### config.mk
export PLATFORM = sky130hd
export DESIGN_NAME = ifu_fetch_buffer
export DESIGN_NICKNAME = d
export VERILOG_FILES = /design/src/rtl/ifu_fetch_buffer.sv
export SDC_FILE = /design/constraint.sdc
export NUM_CORES = 1
export LEC_CHECK = 0
export CAP_MARGIN = 40
export CORE_ASPECT_RATIO = 0.75
export CORE_MARGIN = 1
export CORE_UTILIZATION = 35
export DETAILED_ROUTE_END_ITERATION = 12
export PLACE_DENSITY = 0.52
export SYNTH_ARGS = -nofsm -noshare
export SYNTH_HDL_FRONTEND = slang
export SYNTH_SLANG_ARGS = --single-unit
### constraint.sdc
create_clock -name clk -period 11.5 [get_ports clk]
set_input_delay 1.725 -clock clk [delete_from_list [all_inputs] [get_ports clk]]
set_output_delay 1.725 -clock clk [all_outputs]
set_load 0.02 [all_outputs]
### src/rtl/ifu_fetch_buffer.sv
// ifu_fetch_buffer
//   Instruction fetch front end. Owns the fetch PC, issues in-order requests
//   to instruction memory, queues returned (pc, inst) pairs in a DEPTH-entry
//   FIFO and hands them to decode. A redirect flushes the queue and discards
//   every response that is still in flight.
//
// Parameters
//   DEPTH     FIFO entries; also the credit limit for in-flight plus queued
//             fetches. Must be a power of two, >= 2.
//   RESET_PC  fetch PC after reset.
//
// Ports
//   clk, rst          clock; synchronous active-high reset
//   imem_req_*        request channel to memory (valid/ready, 64-bit address)
//   imem_resp_*       response channel from memory (valid only, in order)
//   out_*             head-of-queue entry toward decode (valid/ready)
//   redirect_*        flush and refetch from redirect_pc (bits [1:0] ignored)
//
// Configuration
//   IFU_BYPASS_EN  when defined, a response arriving into an empty queue is
//                  presented on out_* combinationally in the same cycle.
module ifu_fetch_buffer #(
  parameter int unsigned DEPTH    = 4,
  parameter logic [63:0] RESET_PC = 64'h0000_0000_8000_0000
) (
  input  logic        clk,
  input  logic        rst,
  output logic        imem_req_valid,
  input  logic        imem_req_ready,
  output logic [63:0] imem_req_addr,
  input  logic        imem_resp_valid,
  input  logic [31:0] imem_resp_inst,
  output logic        out_valid,
  input  logic        out_ready,
  output logic [63:0] out_pc,
  output logic [31:0] out_inst,
  input  logic        redirect_valid,
  input  logic [63:0] redirect_pc
);

  localparam int PW = $clog2(DEPTH);
  localparam int CW = $clog2(DEPTH + 1);
  localparam logic [CW:0] CREDITS = (CW + 1)'(DEPTH);

  logic [63:0]   fetch_pc;
  logic [63:0]   resp_pc;
  logic [CW-1:0] inflight;
  logic [CW-1:0] discard;
  logic [CW-1:0] count;
  logic [PW-1:0] rd_ptr;
  logic [PW-1:0] wr_ptr;

  logic [63:0] pc_mem   [DEPTH];
  logic [31:0] inst_mem [DEPTH];

  logic [CW:0]  credit_used;
  logic         req_fire;
  logic         resp_fire;
  logic         drop_resp;
  logic         keep_resp;
  logic         fifo_valid;
  logic         fifo_pop;
  logic         push;
  logic         bypass_take;
  logic [63:0]  redirect_target;
  logic         unused_pc_bits;

  // Every accepted request reserves a FIFO slot until decode consumes it,
  // so the queue can never overflow when responses come back.
  assign credit_used    = {1'b0, inflight} + {1'b0, count};
  assign imem_req_valid = !rst && !redirect_valid && (credit_used < CREDITS);
  assign imem_req_addr  = fetch_pc;
  assign req_fire       = imem_req_valid && imem_req_ready;

  // A response with nothing outstanding is a protocol error and is ignored.
  assign resp_fire  = imem_resp_valid && (inflight != '0);
  assign drop_resp  = resp_fire && (discard != '0);
  assign keep_resp  = resp_fire && (discard == '0);
  assign fifo_valid = (count != '0);

  assign redirect_target = {redirect_pc[63:2], 2'b00};
  assign unused_pc_bits  = ^redirect_pc[1:0];

`ifdef IFU_BYPASS_EN
  // Empty queue and a kept response: show it to decode this same cycle.
  // If decode takes it, it never enters the FIFO.
  logic bypass_valid;
  assign bypass_valid = !rst && !fifo_valid && keep_resp;
  assign out_valid    = (!rst && fifo_valid) || bypass_valid;
  assign out_pc       = rst ? '0 : (fifo_valid ? pc_mem[rd_ptr]   : resp_pc);
  assign out_inst     = rst ? '0 : (fifo_valid ? inst_mem[rd_ptr] : imem_resp_inst);
  assign bypass_take  = bypass_valid && out_ready;
`else
  assign out_valid    = !rst && fifo_valid;
  assign out_pc       = rst ? '0 : pc_mem[rd_ptr];
  assign out_inst     = rst ? '0 : inst_mem[rd_ptr];
  assign bypass_take  = 1'b0;
`endif

  assign push     = keep_resp && !bypass_take;
  assign fifo_pop = fifo_valid && out_ready;

  // Control state. Reset beats redirect, redirect beats everything else.
  // On redirect the discard count becomes everything still outstanding
  // after this cycle, which also covers a redirect during an earlier discard.
  always_ff @(posedge clk) begin
    if (rst) begin
      fetch_pc <= RESET_PC;
      resp_pc  <= RESET_PC;
      inflight <= '0;
      discard  <= '0;
      count    <= '0;
      rd_ptr   <= '0;
      wr_ptr   <= '0;
    end else if (redirect_valid) begin
      fetch_pc <= redirect_target;
      resp_pc  <= redirect_target;
      count    <= '0;
      rd_ptr   <= wr_ptr;
      inflight <= inflight - CW'(resp_fire);
      discard  <= inflight - CW'(resp_fire);
    end else begin
      if (req_fire) begin
        fetch_pc <= fetch_pc + 64'd4;
      end
      inflight <= inflight + CW'(req_fire) - CW'(resp_fire);
      if (drop_resp) begin
        discard <= discard - CW'(1);
      end
      if (keep_resp) begin
        resp_pc <= resp_pc + 64'd4;
      end
      if (push) begin
        wr_ptr <= wr_ptr + PW'(1);
      end
      if (fifo_pop) begin
        rd_ptr <= rd_ptr + PW'(1);
      end
      count <= count + CW'(push) - CW'(fifo_pop);
    end
  end

  // Queue storage needs no reset; validity is tracked by count.
  always_ff @(posedge clk) begin
    if (!rst && !redirect_valid && push) begin
      pc_mem[wr_ptr]   <= resp_pc;
      inst_mem[wr_ptr] <= imem_resp_inst;
    end
  end

  resp_without_request: assert property (
    @(posedge clk) disable iff (rst) imem_resp_valid |-> (inflight != '0));

  discard_within_inflight: assert property (
    @(posedge clk) disable iff (rst) discard <= inflight);

endmodule
==> impl_metrics.tcl <==
set metrics [dict create \
    path_clk_slew_ns 0.06 \
    syn_inst 1589 \
    wire_per_inst_um 23.0 \
    cp_max_fo 31 \
    place_hpwl_um 40200 \
    fmax_mhz 172 \
    instances_no_fill 2693 \
    synth_xor_area_share_pct 3.46 \
    antenna_left 0 \
    power.density_mw_per_mm2 162 \
    synth_top_area_share_pct 51.3 \
    first_iter_violations 1006 \
    timing.slew.headroom_pct 43.2 \
    grtUsageTotal_pct 19.3 \
    period_needed_ns 5.82 \
    cap_viol_max_count 0 \
    synth_ff_type "edfxtp_1" \
    grt_antenna_before_repair 4 \
    hp-class "reg2reg" \
    ys_types 63 \
    arrival_ns 4.09 \
    insertion_delay_ns 0.62 \
    die_area_mm2 0.0639 \
    synth_compound_area_share_pct 6.29 \
    globalplace.congestion 0.793 \
    die_w_um 292 \
    synthTopCellsByArea "edfxtp_1 51%, dfxtp_1 13%, mux4_2 9.6%, nor2b_1 2.7%, xor2_1 2.2%" \
    cts-root-buf "clkbuf_16" \
    overflow 0 \
    cp.buffers_inverters 4 \
    cts.sinks 515 \
    ys_seq_area_share_pct 63.9 \
    vias 14300 \
    synth_warnings 0 \
    cts_hold_buffers 0 \
    core-area_mm2 0.0621 \
    die_y_um 219 \
    io_pins 264 \
    crit_family "buffers and inverters" \
    hold_violations 0 \
    skew_ns 0.0301 \
    ir_drop_v 0.0000953 \
    nets 1957 \
    rows 79 \
    drive_gt1_share_pct 12.4 \
    via_per_inst 5.30 \
    dr.pass1.iters 6 \
    synthSimpleGateAreaFrac_pct 12.8 \
    yosysMostFrequentCell "edfxtp_1" \
    wirelength_um 61900 \
    grt_first_pass_wirelength_um 91800 \
    post_cts_resized 0 \
    path_common_cell "buf_4" \
    power.leakage_nw 8.98 \
    ys_seq_elements 515 \
    syn-cell-area_mm2 0.0220 \
    synthAdderAreaFrac_pct 1.09 \
    setup_viol 0 \
    io_buffer_count 257 \
    grt_pass1_vias 14100 \
    synth_area_per_cell_um2 13.9 \
    numCtsBuffers 53 \
    rsz0062_at_grt "no" \
    place_inst 2592 \
    tightest_slew_ns 0.852 \
    post-route-period-util_pct 50.6 \
    cp_cell_sequence "buf_4 -> buf_12 -> buf_4 -> mux4_2 -> nor2b_1 -> clkdlybuf4s50_1" \
    async_flop_share_pct 0 \
    yosysTopAreaCell "edfxtp_1" \
    synth.mux.area_fraction_pct 10.1 \
    drc 0 \
    status "complete, no violations" \
    startpoint_type "register" \
    slowest_stage "dfxtp_4" \
    clockBufferDepth 3 \
    synth_top_family_by_area "simple AND/OR/NAND/NOR gates" \
    cts_setup_buffers 0 \
    grt_max_degree 84 \
    synth_edf_count 376 \
    ys_top_cells_by_count "376 x edfxtp_1, 139 x dfxtp_1, 95 x nor2b_1" \
    cp_slowest_stage_delay_ns 0.67 \
    start_util_pct 35.5 \
    cp_data_required_time_ns 9.78 \
    htreeDepth 2 \
    syn2layout_area_growth_pct 24.6 \
    worstSetupEndpointType "output pin" \
    cts_tree "built" \
    post-route-util_pct 44.2 \
    fin_tns_setup_ns 0 \
    crit_type "reg2out" \
    drv_slew 0 \
]
-- path summary, 6_finish.rpt --
kind                                     endpoint        start  slack [ns]  cells after the start
worst max-delay path                   out_pc[63]     register        5.68                      6
worst min-delay path                pc_mem[1][63]  resp_pc[63]        0.52                      0
worst max register to register  imem_req_addr[12]  inflight[2]        8.16                     10
worst min register to register      pc_mem[1][63]  resp_pc[63]        0.52                      0
-- where the power goes --
part           internal (mW)  leakage, nW  total [mW]  switching (mW)
logic                  0.257         3.52       0.534           0.277
clock network           1.05        0.882        1.78           0.726
registers               2.06         4.57        2.14          0.0771
total                   3.37         8.98        4.45            1.08
-- flip-flops by register name, indices dropped and copies added, names as in the netlist, named ones only --
name and cells:
count 3, discard 3, imem_req_addr 62, inflight 3, inst_mem 128, pc_mem 248
rd_ptr 2, resp_pc 62, wr_ptr 2
-- stage by stage --
step                      total power [mW]  hold slack, ns  cell area (um2)  setup slack [ns]
after floorplan                       2.47           0.481            22000              6.52
after global placement                2.70           0.505            25400              5.81
after detailed placement              2.72           0.518            25600              5.77
after CTS                             4.50           0.512            27400              5.42
after global routing                  4.61           0.529            27400              5.30
final                                 4.45           0.521            27400              5.68
-- cell usage in the layout, fill, tap and decap left out, types with 5 or more instances in the layout --
master           netlist  final
edfxtp_1             376    376
clkdlybuf4s50_1        0    255
dfxtp_1              139    137
nor2b_1               95     95
nor2_1                94     94
mux4_2                94     94
nand2_1               86     86
xor2_1                55     55
clkbuf_16              0     54
nand3_1               50     50
a21oi_1               48     48
nand4_1               44     44
o21ai_0               37     37
and3_1                38     34
xnor2_1               32     32
a211oi_1              32     32
inv_1                 27     26
buf_4                  4     24
nor3_1                22     22
and2_1                21     21
and4_1                21     21
a31oi_1               21     21
a21boi_0              18     18
o22ai_1               18     18
nor4_1                16     16
ha_1                  16     16
clkbuf_1              77     15
clkinv_2               0     12
o211ai_1               9      9
mux2i_1                7      7
bufinv_16              0      7
or3_1                  6      6
a22oi_1                6      6
a311oi_1               5      5
clkinv_1               1      5
buf_16                 0      5
-- layer usage --
metal	vias up	global-route usage [%]	wire (um)
met4	6	4.74	1060
met1	7218	27.5	29000
met3	70	5.22	4610
met2	401	29.0	27300
met5	-	0	33
li1	6590	-	-
-- logic make-up after synthesis --
group	count (synthesis)
buffers and inverters	129
muxes	104
and+or+nand+nor	519
adders and majority gates	18
DFF	515
other	1
xor gates and xnor gates	87
AOI/OAI and AO/OA	216
-- cell type report --
class                      instances  area [um2]
tap                              810        1010
antenna                            1        2.50
fill                            5631       34600
multi-input combinational        948        7480
clock buffer                      73        1460
timing repair buffer             291        2950
clock inverter                    27         333
sequential                       515       14100
inverter                          28         108
Note: power is estimated with default switching activity, not from simulation.
